<file path="src/rtl/lbist_seq_pkg.sv">
// Shared sequencer state encoding and default widths for the LBIST session sequencer.
// Imported by the RTL; the bench keeps its own behavioural view and does not rely on it.
package lbist_seq_pkg;

    typedef enum logic [2:0] {
        ST_IDLE  = 3'd0,
        ST_SRST  = 3'd1,
        ST_APPLY = 3'd2,
        ST_DRAIN = 3'd3,
        ST_TALLY = 3'd4,
        ST_NEXT  = 3'd5,
        ST_DONE  = 3'd6
    } state_e;

    localparam int DEF_NUM_CH   = 1;
    localparam int DEF_ERR_BITS = 10;
    localparam int DEF_PAT_BITS = 16;

    function automatic int max_int(input int a, input int b);
        return (a > b) ? a : b;
    endfunction

endpackage

</file>
<file path="src/rtl/lbist_seq_if.sv">
// Control/status bundle between the LBIST sequencer (master) and the TPG/FIL/ORA/CUT side (slave).
// Names match the historical controller pinout so existing harnesses map one-to-one.
interface lbist_seq_if #(
    parameter int NUM_CH   = 1,
    parameter int ERR_BITS = 10
);
    logic                       START;
    logic                       ABORT;
    logic                       TPG_END;
    logic                       FIL_END;
    logic [NUM_CH-1:0]          ORA_RES;
    logic                       SYS_RESET;
    logic                       TPG_RESET;
    logic                       ORA_CLR;
    logic                       FIL_INC;
    logic                       BUSY;
    logic                       DONE;
    logic [NUM_CH*ERR_BITS-1:0] ERR_COUNT;
    logic [ERR_BITS-1:0]        FAULT_COUNT;

    modport master (
        input  START, ABORT, TPG_END, FIL_END, ORA_RES,
        output SYS_RESET, TPG_RESET, ORA_CLR, FIL_INC, BUSY, DONE, ERR_COUNT, FAULT_COUNT
    );

    modport slave (
        output START, ABORT, TPG_END, FIL_END, ORA_RES,
        input  SYS_RESET, TPG_RESET, ORA_CLR, FIL_INC, BUSY, DONE, ERR_COUNT, FAULT_COUNT
    );
endinterface

</file>
<file path="src/rtl/lbist_seq_sat_cnt.sv">
// Saturating up-counter with synchronous clear; holds at all-ones instead of wrapping.
// clr has priority over inc; result visible the cycle after the request.
module lbist_seq_sat_cnt #(
    parameter int W = 10
) (
    input  logic         clk,
    input  logic         rst,
    input  logic         clr,
    input  logic         inc,
    output logic [W-1:0] cnt
);
    logic [W-1:0] cnt_q, cnt_d;

    always_comb begin
        cnt_d = cnt_q;
        if (clr) begin
            cnt_d = '0;
        end else if (inc && (cnt_q != '1)) begin
            cnt_d = cnt_q + W'(1);
        end
    end

    always_ff @(posedge clk) begin
        if (rst) begin
            cnt_q <= '0;
        end else begin
            cnt_q <= cnt_d;
        end
    end

    assign cnt = cnt_q;
endmodule

</file>
<file path="src/rtl/lbist_seq.sv">
// LBIST session sequencer: SRST, then per fault APPLY -> DRAIN -> TALLY -> NEXT until FIL_END.
// START to first APPLY cycle is RST_CYCLES+1; each fault costs its APPLY cycles plus ORA_LAT+2.
module lbist_seq
    import lbist_seq_pkg::*;
#(
    parameter int NUM_CH      = DEF_NUM_CH,
    parameter int ERR_BITS    = DEF_ERR_BITS,
    parameter int PAT_BITS    = DEF_PAT_BITS,
    parameter int PAT_LIMIT   = 1000,
    parameter int RST_CYCLES  = 2,
    parameter int ORA_LAT     = 1,
    parameter int EARLY_ABORT = 1
) (
    input  logic       clk,
    input  logic       rst,
    lbist_seq_if.master bus
);
    localparam int WAIT_MAX = max_int(RST_CYCLES, ORA_LAT);
    localparam int WAIT_W   = $clog2(WAIT_MAX + 1);
    localparam logic [WAIT_W-1:0]   SRST_LAST  = WAIT_W'(RST_CYCLES - 1);
    localparam logic [WAIT_W-1:0]   DRAIN_LAST = WAIT_W'((ORA_LAT > 0) ? (ORA_LAT - 1) : 0);
    localparam logic [PAT_BITS-1:0] PAT_LAST   = PAT_BITS'(PAT_LIMIT - 1);

    state_e              state_q, state_d;
    logic [PAT_BITS-1:0] pat_cnt_q, pat_cnt_d;
    // Shared wait timer: counts SRST cycles, then is reused for the ORA drain window.
    logic [WAIT_W-1:0]   drain_cnt_q, drain_cnt_d;
    logic [NUM_CH-1:0]   det_q, det_d;
    logic                sys_reset_q, sys_reset_d;
    logic                tpg_reset_q, tpg_reset_d;
    logic                ora_clr_q, ora_clr_d;
    logic                fil_inc_q, fil_inc_d;
    logic                busy_q, busy_d;
    logic                done_q, done_d;

    logic [NUM_CH-1:0]   det_acc;
    logic                apply_exit;
    logic                cnt_clr;
    logic                tally;

    assign det_acc    = det_q | bus.ORA_RES;
    assign apply_exit = bus.TPG_END || (pat_cnt_q == PAT_LAST) ||
                        ((EARLY_ABORT != 0) && (&det_acc));
    assign cnt_clr    = ((state_q == ST_IDLE) || (state_q == ST_DONE)) && bus.START && !bus.ABORT;
    assign tally      = (state_q == ST_TALLY) && !bus.ABORT;

    always_comb begin
        state_d     = state_q;
        pat_cnt_d   = pat_cnt_q;
        drain_cnt_d = drain_cnt_q;
        det_d       = det_q;

        case (state_q)
            ST_IDLE, ST_DONE: begin
                if (bus.START) begin
                    state_d     = ST_SRST;
                    drain_cnt_d = '0;
                end
            end
            ST_SRST: begin
                pat_cnt_d = '0;
                det_d     = '0;
                if (drain_cnt_q == SRST_LAST) begin
                    state_d = ST_APPLY;
                end else begin
                    drain_cnt_d = drain_cnt_q + WAIT_W'(1);
                end
            end
            ST_APPLY: begin
                det_d     = det_acc;
                pat_cnt_d = pat_cnt_q + PAT_BITS'(1);
                if (apply_exit) begin
                    drain_cnt_d = '0;
                    state_d     = (ORA_LAT == 0) ? ST_TALLY : ST_DRAIN;
                end
            end
            ST_DRAIN: begin
                det_d = det_acc;
                if (drain_cnt_q == DRAIN_LAST) begin
                    state_d = ST_TALLY;
                end else begin
                    drain_cnt_d = drain_cnt_q + WAIT_W'(1);
                end
            end
            ST_TALLY: begin
                state_d = bus.FIL_END ? ST_DONE : ST_NEXT;
            end
            ST_NEXT: begin
                det_d     = '0;
                pat_cnt_d = '0;
                state_d   = ST_APPLY;
            end
            default: begin
                state_d = ST_IDLE;
            end
        endcase

        if (bus.ABORT) begin
            state_d = ST_IDLE;
        end

        // Strobes decode the next state so they register in lockstep with state_q.
        sys_reset_d = (state_d == ST_SRST);
        tpg_reset_d = (state_d == ST_SRST) || (state_d == ST_NEXT);
        ora_clr_d   = (state_d == ST_SRST) || (state_d == ST_NEXT);
        fil_inc_d   = (state_d == ST_NEXT);
        busy_d      = (state_d == ST_SRST) || (state_d == ST_APPLY) || (state_d == ST_DRAIN) ||
                      (state_d == ST_TALLY) || (state_d == ST_NEXT);
        done_d      = (state_d == ST_DONE);
    end

    always_ff @(posedge clk) begin
        if (rst) begin
            state_q     <= ST_IDLE;
            pat_cnt_q   <= '0;
            drain_cnt_q <= '0;
            det_q       <= '0;
            sys_reset_q <= 1'b0;
            tpg_reset_q <= 1'b0;
            ora_clr_q   <= 1'b0;
            fil_inc_q   <= 1'b0;
            busy_q      <= 1'b0;
            done_q      <= 1'b0;
        end else begin
            state_q     <= state_d;
            pat_cnt_q   <= pat_cnt_d;
            drain_cnt_q <= drain_cnt_d;
            det_q       <= det_d;
            sys_reset_q <= sys_reset_d;
            tpg_reset_q <= tpg_reset_d;
            ora_clr_q   <= ora_clr_d;
            fil_inc_q   <= fil_inc_d;
            busy_q      <= busy_d;
            done_q      <= done_d;
        end
    end

    logic [NUM_CH*ERR_BITS-1:0] err_count;
    logic [ERR_BITS-1:0]        fault_count;

    for (genvar c = 0; c < NUM_CH; c++) begin : g_err
        lbist_seq_sat_cnt #(.W(ERR_BITS)) u_err_cnt (
            .clk (clk),
            .rst (rst),
            .clr (cnt_clr),
            .inc (tally && det_q[c]),
            .cnt (err_count[c*ERR_BITS +: ERR_BITS])
        );
    end

    lbist_seq_sat_cnt #(.W(ERR_BITS)) u_fault_cnt (
        .clk (clk),
        .rst (rst),
        .clr (cnt_clr),
        .inc (tally),
        .cnt (fault_count)
    );

    assign bus.SYS_RESET   = sys_reset_q;
    assign bus.TPG_RESET   = tpg_reset_q;
    assign bus.ORA_CLR     = ora_clr_q;
    assign bus.FIL_INC     = fil_inc_q;
    assign bus.BUSY        = busy_q;
    assign bus.DONE        = done_q;
    assign bus.ERR_COUNT   = err_count;
    assign bus.FAULT_COUNT = fault_count;
endmodule

</file>
<file path="src/flat_wrapper.sv">
// flat-port wrapper written by rule: the top's interface ports become plain ports
module lbist_seq_flat import lbist_seq_pkg::*;
#(
    parameter int NUM_CH      = DEF_NUM_CH,
    parameter int ERR_BITS    = DEF_ERR_BITS,
    parameter int PAT_BITS    = DEF_PAT_BITS,
    parameter int PAT_LIMIT   = 1000,
    parameter int RST_CYCLES  = 2,
    parameter int ORA_LAT     = 1,
    parameter int EARLY_ABORT = 1
)
  (clk, rst, bus_START, bus_ABORT, bus_TPG_END, bus_FIL_END, bus_ORA_RES, bus_SYS_RESET, bus_TPG_RESET, bus_ORA_CLR, bus_FIL_INC, bus_BUSY, bus_DONE, bus_ERR_COUNT, bus_FAULT_COUNT);
  lbist_seq_if #(.NUM_CH(NUM_CH), .ERR_BITS(ERR_BITS)) bus_i ();
  input  logic clk;
  input  logic rst;
  input wire logic [$bits(bus_i.START)-1:0] bus_START;
  input wire logic [$bits(bus_i.ABORT)-1:0] bus_ABORT;
  input wire logic [$bits(bus_i.TPG_END)-1:0] bus_TPG_END;
  input wire logic [$bits(bus_i.FIL_END)-1:0] bus_FIL_END;
  input wire logic [$bits(bus_i.ORA_RES)-1:0] bus_ORA_RES;
  output wire logic [$bits(bus_i.SYS_RESET)-1:0] bus_SYS_RESET;
  output wire logic [$bits(bus_i.TPG_RESET)-1:0] bus_TPG_RESET;
  output wire logic [$bits(bus_i.ORA_CLR)-1:0] bus_ORA_CLR;
  output wire logic [$bits(bus_i.FIL_INC)-1:0] bus_FIL_INC;
  output wire logic [$bits(bus_i.BUSY)-1:0] bus_BUSY;
  output wire logic [$bits(bus_i.DONE)-1:0] bus_DONE;
  output wire logic [$bits(bus_i.ERR_COUNT)-1:0] bus_ERR_COUNT;
  output wire logic [$bits(bus_i.FAULT_COUNT)-1:0] bus_FAULT_COUNT;
  assign bus_i.START = bus_START;
  assign bus_i.ABORT = bus_ABORT;
  assign bus_i.TPG_END = bus_TPG_END;
  assign bus_i.FIL_END = bus_FIL_END;
  assign bus_i.ORA_RES = bus_ORA_RES;
  assign bus_SYS_RESET = bus_i.SYS_RESET;
  assign bus_TPG_RESET = bus_i.TPG_RESET;
  assign bus_ORA_CLR = bus_i.ORA_CLR;
  assign bus_FIL_INC = bus_i.FIL_INC;
  assign bus_BUSY = bus_i.BUSY;
  assign bus_DONE = bus_i.DONE;
  assign bus_ERR_COUNT = bus_i.ERR_COUNT;
  assign bus_FAULT_COUNT = bus_i.FAULT_COUNT;
  lbist_seq #(.NUM_CH(NUM_CH), .ERR_BITS(ERR_BITS), .PAT_BITS(PAT_BITS), .PAT_LIMIT(PAT_LIMIT), .RST_CYCLES(RST_CYCLES), .ORA_LAT(ORA_LAT), .EARLY_ABORT(EARLY_ABORT)) u_core (.clk(clk), .rst(rst), .bus(bus_i));
endmodule
</file>
<file path="config.mk">
export PLATFORM = sky130hd
export DESIGN_NAME = lbist_seq_flat
export DESIGN_NICKNAME = d
export VERILOG_FILES = /design/src/rtl/lbist_seq_pkg.sv /design/src/rtl/lbist_seq_if.sv /design/src/rtl/lbist_seq_sat_cnt.sv /design/src/rtl/lbist_seq.sv /design/src/flat_wrapper.sv
export SDC_FILE = /design/constraint.sdc
export NUM_CORES = 1
export LEC_CHECK = 0
export ABC_CLOCK_PERIOD_IN_PS = 3800
export BUFFER_PORTS_ARGS = -buffer_cell sky130_fd_sc_hd__buf_2
export CORE_MARGIN = 2
export CORE_UTILIZATION = 25
export CTS_BUF_LIST = sky130_fd_sc_hd__clkbuf_8
export CTS_CLUSTER_SIZE = 24
export DETAILED_ROUTE_END_ITERATION = 6
export PLACE_DENSITY = 0.47
export SKIP_LAST_GASP = 1
export SYNTH_ARGS = -nofsm -noshare
export SYNTH_HDL_FRONTEND = slang
export SYNTH_HIERARCHICAL = 1
export SYNTH_SLANG_ARGS = --single-unit
</file>
<file path="constraint.sdc">
create_clock -name clk -period 3.8 [get_ports clk]
set_input_delay 0.19 -clock clk [delete_from_list [all_inputs] [get_ports clk]]
set_output_delay 0.19 -clock clk [all_outputs]
set_load 0.01 [all_outputs]
</file>
Yosys cells after proc, flatten, opt, wreduce, memory -nomap -nowiden

Cells that the tools add are included.

Bits in read-only memories: 0
Memory bits (writable): 0
Memories: 0
Register bits: 47
Bits of input ports: 7
Output and inout bits: 26
Bits in latches: 0

Equal/unequal tests: 20
$mul: 0
Divide/modulo/power cells: 0
Muxes and demuxes: 14
Shifts and indexed selects: 0
Reductions and logical operators: 25
Order comparisons: 0
Bitwise logic cells: 1
Add/subtract/negate cells: 4

Operators with widths:

| operator                | count |
|---|---|
| $pmux W16 S2            | 1 |
| $add A10 B1 Y10 const B | 2 |
| $ne A10 B10 Y1 const B  | 2 |
| $eq A3 B3 Y1 const B    | 6 |
| $pmux W3 S6             | 1 |
| $add A16 B1 Y16 const B | 1 |
| $eq A16 B10 Y1 const B  | 1 |
| $mux W3                 | 5 |
| $eq A3 B2 Y1 const B    | 4 |
| $mux W2                 | 5 |
| $logic_or A1 B1 Y1      | 8 |
| $pmux W2 S4             | 1 |
| $reduce_or A2 Y1        | 4 |
| $eq A3 B1 Y1 const B    | 2 |
| $logic_and A1 B1 Y1     | 6 |
| $ne A2 B2 Y1 const B    | 3 |
| $reduce_and A5 Y1       | 1 |
| $reduce_bool A2 Y1      | 2 |
| $reduce_bool A4 Y1      | 1 |
| $logic_not A3 Y1        | 1 |
| $add A2 B1 Y2 const B   | 1 |
| $eq A2 B1 Y1 const B    | 1 |
| $logic_not A2 Y1        | 1 |
| $ne A2 B1 Y1 const B    | 1 |
| other kinds (3)         | 3 |

Longest topological paths before layout

Word-level depth: 11
Depth in mapped cells: 8
Gate-level depth less buffers: 7

By module

Netlist, hierarchy kept.

Modules (own cells, without submodules):

| module            | instances | sequential area each (um^2) | area each (um^2) | cells each |
|---|---|---|---|---|
| lbist_seq         | 1         | 540.5                       | 1423.9           | 174 |
| lbist_seq_sat_cnt | 2         | 200.2                       | 535.5            | 60 |

Worst setup path after synthesis

No wires, ideal clock.

Kind: register to register
From: register u_core.state_q[2]
To: register u_core.g_err[0].u_err_cnt.cnt_q[9]
Arrival time: 2.258 ns
Path slack: 1.414 ns
Cell stages (with the launch flop): 9
Cell sequence: dfxtp_1 > buf_2 > inv_1 > nor4_1 > and2_1 > nand4_4 > nor4_2 > mux2i_1 > nor2_1

Elaborated cells on any way between the ends: 10
Those cells by class: eq/ne (2); reduce/logical (8)

RTL lines:

| item                   | line                    | source |
|---|---|---|
| start, declared        | lbist_seq.sv:24         | `state_e state_q, state_d;` |
| start signal, assigned | lbist_seq.sv:125        | `state_q <= state_d;` |
| $eq A3 B3 Y1           | lbist_seq.sv:45         | `assign tally = (state_q == ST_TALLY) && !bus.ABORT;` |
| $logic_and A1 B1 Y1    | lbist_seq.sv:45         |  |
| net u_core.tally       | lbist_seq.sv:39         | `logic tally;` |
| $logic_and A1 B1 Y1    | lbist_seq.sv:146        | `.inc (tally && det_q[c]),` |
| $logic_and A1 B1 Y1    | lbist_seq_sat_cnt.sv:18 | `end else if (inc && (cnt_q != '1)) begin` |
| end signal, assigned   | lbist_seq_sat_cnt.sv:27 | `cnt_q <= cnt_d;` |
| end, declared          | lbist_seq_sat_cnt.sv:12 | `logic [W-1:0] cnt_q, cnt_d;` |

The timed path passes the listed nets, and every way through them passes these cells.
A chain may end at the register's enable or synchronous reset.

Worst setup path in the final report

Same ends and word-level chain as after synthesis.

==> flow_metrics.py <==
metrics = {
    "global_routing": {
        "number_of_global_route_vias_before_repair": 2057,
        "grt_first_pass_wirelength_um": 9418,
        "initial_antenna_violation_count": 0,
        "globalRouteTotalUtil_pct": 10.25,
        "pin_count_of_the_biggest_net_entering_global_routing": 21,
        "grt-ovfl-total": 0,
    },
    "synth": {
        "synth.net_count": 306,
        "ys_warn_count": 6,
        "syn-instance-count": 294,
        "mappedNetlistArea_sq_mm": 0.002495,
        "synth-main-ff-cell": "dfxtp_1",
        "async_set_reset_flop_share_out_of_synthesis_pct": 0,
        "synth.ff_latch_count": 47,
        "synth_area_per_cell_sq_um": 8.486,
        "synth_sequential_area_ratio_pct": 37.71,
        "synth_edf_count": 0,
        "netlist-cell-type-count": 59,
    },
    "hold_path": {
        "min_path_cells": 3,
        "timing.hold.worst.start": "bus_ORA_RES",
        "worstHoldEndpoint": "u_core/det_q$_SDFFE_PP0P_",
        "hp_class": "input port to flop",
    },
    "drt": {
        "routed-via-count": 2141,
        "dr.max_layer_used": "met4",
        "routedLengthMet1_um": 2601,
        "via_per_inst": 4.664,
        "post_drt_wl_per_cell_um": 11.57,
        "violation_count_after_the_first_detailed_route_iteration": 109,
        "route.detailed.drc": 0,
        "routed-wl-met2_um": 2473,
        "met3_wirelength_um": 192,
        "drt.antenna.violating_nets": 0,
        "totalWireLength_um": 5311,
        "drt-pass1-iter-count": 4,
    },
    "sta": {
        "fin_skew_ns": 0.009774,
        "timing.setup.tns_ns": 0,
        "timing.max_slew.rel_slack_pct": 58.65,
        "top_achievable_clock_speed_mhz": 440.4,
        "worst_slew_pin_slew_ns": 0.6149,
        "layout_worst_path_cycle_share_pct": 59.76,
        "setup_viol_count_final": 0,
        "slew_viol_final": 0,
        "final.min_clock_period_ns": 2.271,
        "rsz0062_at_grt": "no",
        "finalHoldViolCount": 0,
    },
    "layout": {
        "final-seq-area_sq_um": 940.9,
        "utilization_pct": 29.81,
        "syn_to_final_growth_pct": 16.25,
        "n_fill_cell": 1077,
        "layout_common_cells": "dfxtp_1, nor2_1, buf_2",
        "area_occupied_by_multi_input_gates_sq_mm": 0.001448,
        "fin_nets": 337,
        "layout-drive-gt1-share_pct": 19.63,
        "n_antenna_cell": 0,
        "final_common_cell": "dfxtp_1",
        "design_area_sq_mm": 0.002900,
    },
    "power": {
        "switching_share_pct": 21.74,
        "power_density_mw_per_mm2": 318.5,
        "power_share_of_the_sequential_group_pct": 53.9,
        "power.combinational.fraction_pct": 3.9,
        "power_leakage_nw": 1.078,
        "peakVddDrop_mv": 0.1358,
        "clock_power_share_pct": 42.3,
        "intPower_mw": 0.7229,
        "switching_power_mw": 0.2008,
    },
    "critical_path": {
        "crit_buf_inv": 2,
        "crit_fanout": 16,
        "rr_worst_depth": 8,
        "reg2reg_from": "u_core/state_q[2]$_SDFF_PP0_",
        "cell_with_the_biggest_individual_delay_on_the_critical_path": "dfxtp_1",
        "critPathMaxStageDelay_ns": 0.65,
        "crit_chain": "inv_1 -> nor4_1 -> buf_4 -> and2_1 -> nand4_4 -> nor4_2 -> mux2i_1 -> nor2_1",
        "crit-reg2reg-capture": "u_core/g_err[0].u_err_cnt/cnt[9]$_SDFFE_PP0P_",
        "critical_path_required_ns": 3.98,
        "worstPathArrival_ns": 2.46,
        "timing_worst_setup_path_type": "flop to flop",
        "worst-r2r-setup-slack_ns": 1.53,
        "worst_setup_path_end_kind": "flop",
        "critical_path.top_delay_family": "simple AND/OR/NAND/NOR gates",
        "worstSetupStartpointType": "flop",
    },
    "cts": {
        "clock_tree_from_tritoncts": "yes",
        "cts_htree_levels": 2,
        "clkSinkCount": 47,
        "cts_hold_repair.buffers": 0,
        "clk_root_buffer_cell": "clkbuf_8",
        "cts_resized": 0,
        "cts_buffer_depth": 2,
        "clock_latency_ns": 0.30,
        "post_cts_setup_repair_buffer_count": 0,
        "worst_path_clk_slew_ns": 0.09,
        "cts_buffers": 5,
    },
    "place": {
        "dp_hpwl_um": 4004,
        "dpl-instance-area_sq_mm": 0.002779,
        "gp_congestion": 0.8019,
        "io_buffers": 32,
    },
    "job": {
        "max-cap-violations": 0,
    },
    "floorplanning": {
        "chipWidth_um": 103.9,
        "fp.dieArea_sq_mm": 0.01079,
        "start_util_pct": 25.64,
        "rows": 36,
        "die_height_um": 103.9,
        "io-pin-count": 33,
        "floorplan.core_area_sq_mm": 0.009729,
    },
    "outcome": {
        "outcome": "finished, final reports clean",
    },
}
## layer usage
layer / track usage, % / vias to the layer above
met3: 2.256 / 4
li1: - / 1108
met5: 0 / -
met1: 13.28 / 997
met2: 17.20 / 32
met4: 2.799 / 0
## synth_stat cells (all sizes together), types with 2 or more instances
cell type  instances  area [sq um]
o211ai             2         15.01
a31o               2         17.52
a31oi              5         31.28
dfxtp             47         940.9
mux2i              8         80.08
nor2              44         167.7
xor2               7         61.31
buf                5         35.02
a21oi             19         95.09
inv               15         56.30
or3                3         21.27
a211o              2         17.52
a311oi             2         30.03
a211oi             2         15.01
nor3              12         71.32
xnor2              6         52.55
nand2             20         75.07
and4               7         68.82
or2                3         18.77
nor4b              2         17.52
and3               2         12.51
nor3b              2         26.28
o21ai             10         50.05
nor2b              4         25.02
nand4              9         105.1
nand3             16         80.08
ha                 5         62.56
clkbuf             4         15.01
nor4               5         43.79
nand2b             8         50.05
## through the flow
stage	setup slack, ns	instances	total power [mW]	hold slack, ns
after detailed placement	1.528	451	0.5456	0.4840
after global routing	1.241	459	0.9684	0.2113
final	1.529	459	0.9237	0.1827
after floorplan	1.414	294	0.5327	0.3506
after CTS	1.514	459	0.9432	0.1733
after global placement	1.611	451	0.5458	0.4731
## cell families (layout without fill, tap and decap cells)
kind of cell / count (synthesis) / in the layout / share of synthesized area, %
compound gates: 54 / 54 / 14.09
buf+inv: 24 / 56 / 4.262
flops: 47 / 47 / 37.71
simple gates: 142 / 142 / 33.05
fa+ha+maj: 5 / 5 / 2.508
mux: 9 / 9 / 3.811
xor+xnor: 13 / 13 / 4.564
## power by group through the flow
stage                     logic [mW]  registers, mW  clock network, mW
after global routing          0.0406          0.499              0.429
after CTS                     0.0365          0.498              0.409
after global placement        0.0366          0.509                  0
after detailed placement      0.0364          0.509                  0
after floorplan               0.0241          0.509                  0
final                         0.0357          0.498              0.390
## sequential cells by signal (all words and copies together) (netlist names)
register / cells
u_core/pat_cnt_q: 16
u_core/g_err.u_err_cnt/cnt: 10
u_core/u_fault_cnt/cnt: 10
u_core/state_q: 3
u_core/drain_cnt_q: 2
u_core/bus.BUSY: 1
u_core/bus.DONE: 1
u_core/bus.FIL_INC: 1
u_core/bus.ORA_CLR: 1
u_core/bus.SYS_RESET: 1
u_core/det_q: 1
## worst min-delay path, delay by kind of cell
kind,cells,cell delay (ns)
buf+inv,1,0.10
simple gates,1,0.07
compound gates,1,0.08
## final cells by class
cell class | count | area share, %
clock inverter | 2 | 1.337
clock buffer | 6 | 2.847
tap | 133 | 5.738
multi-input combinational | 223 | 49.91
sequential | 47 | 32.44
inverter | 15 | 1.941
timing repair buffer | 33 | 5.781
## worst max path at each step
stage / depth (start not counted) / startpoint / to / slack (ns)
finish: 8 / u_core/state_q[2]$_SDFF_PP0_ / u_core/g_err[0].u_err_cnt/cnt[9]$_SDFFE_PP0P_ / 1.53
CTS: 8 / u_core/state_q[2]$_SDFF_PP0_ / u_core/g_err[0].u_err_cnt/cnt[9]$_SDFFE_PP0P_ / 1.51
global placement: 8 / u_core/state_q[2]$_SDFF_PP0_ / u_core/g_err[0].u_err_cnt/cnt[9]$_SDFFE_PP0P_ / 1.61
global route: 8 / u_core/state_q[2]$_SDFF_PP0_ / u_core/g_err[0].u_err_cnt/cnt[9]$_SDFFE_PP0P_ / 1.24
floorplan: 8 / u_core/state_q[2]$_SDFF_PP0_ / u_core/g_err[0].u_err_cnt/cnt[9]$_SDFFE_PP0P_ / 1.41
detailed placement: 8 / u_core/state_q[2]$_SDFF_PP0_ / u_core/g_err[0].u_err_cnt/cnt[9]$_SDFFE_PP0P_ / 1.53
No activity file was read; power rests on OpenSTA's default activity.
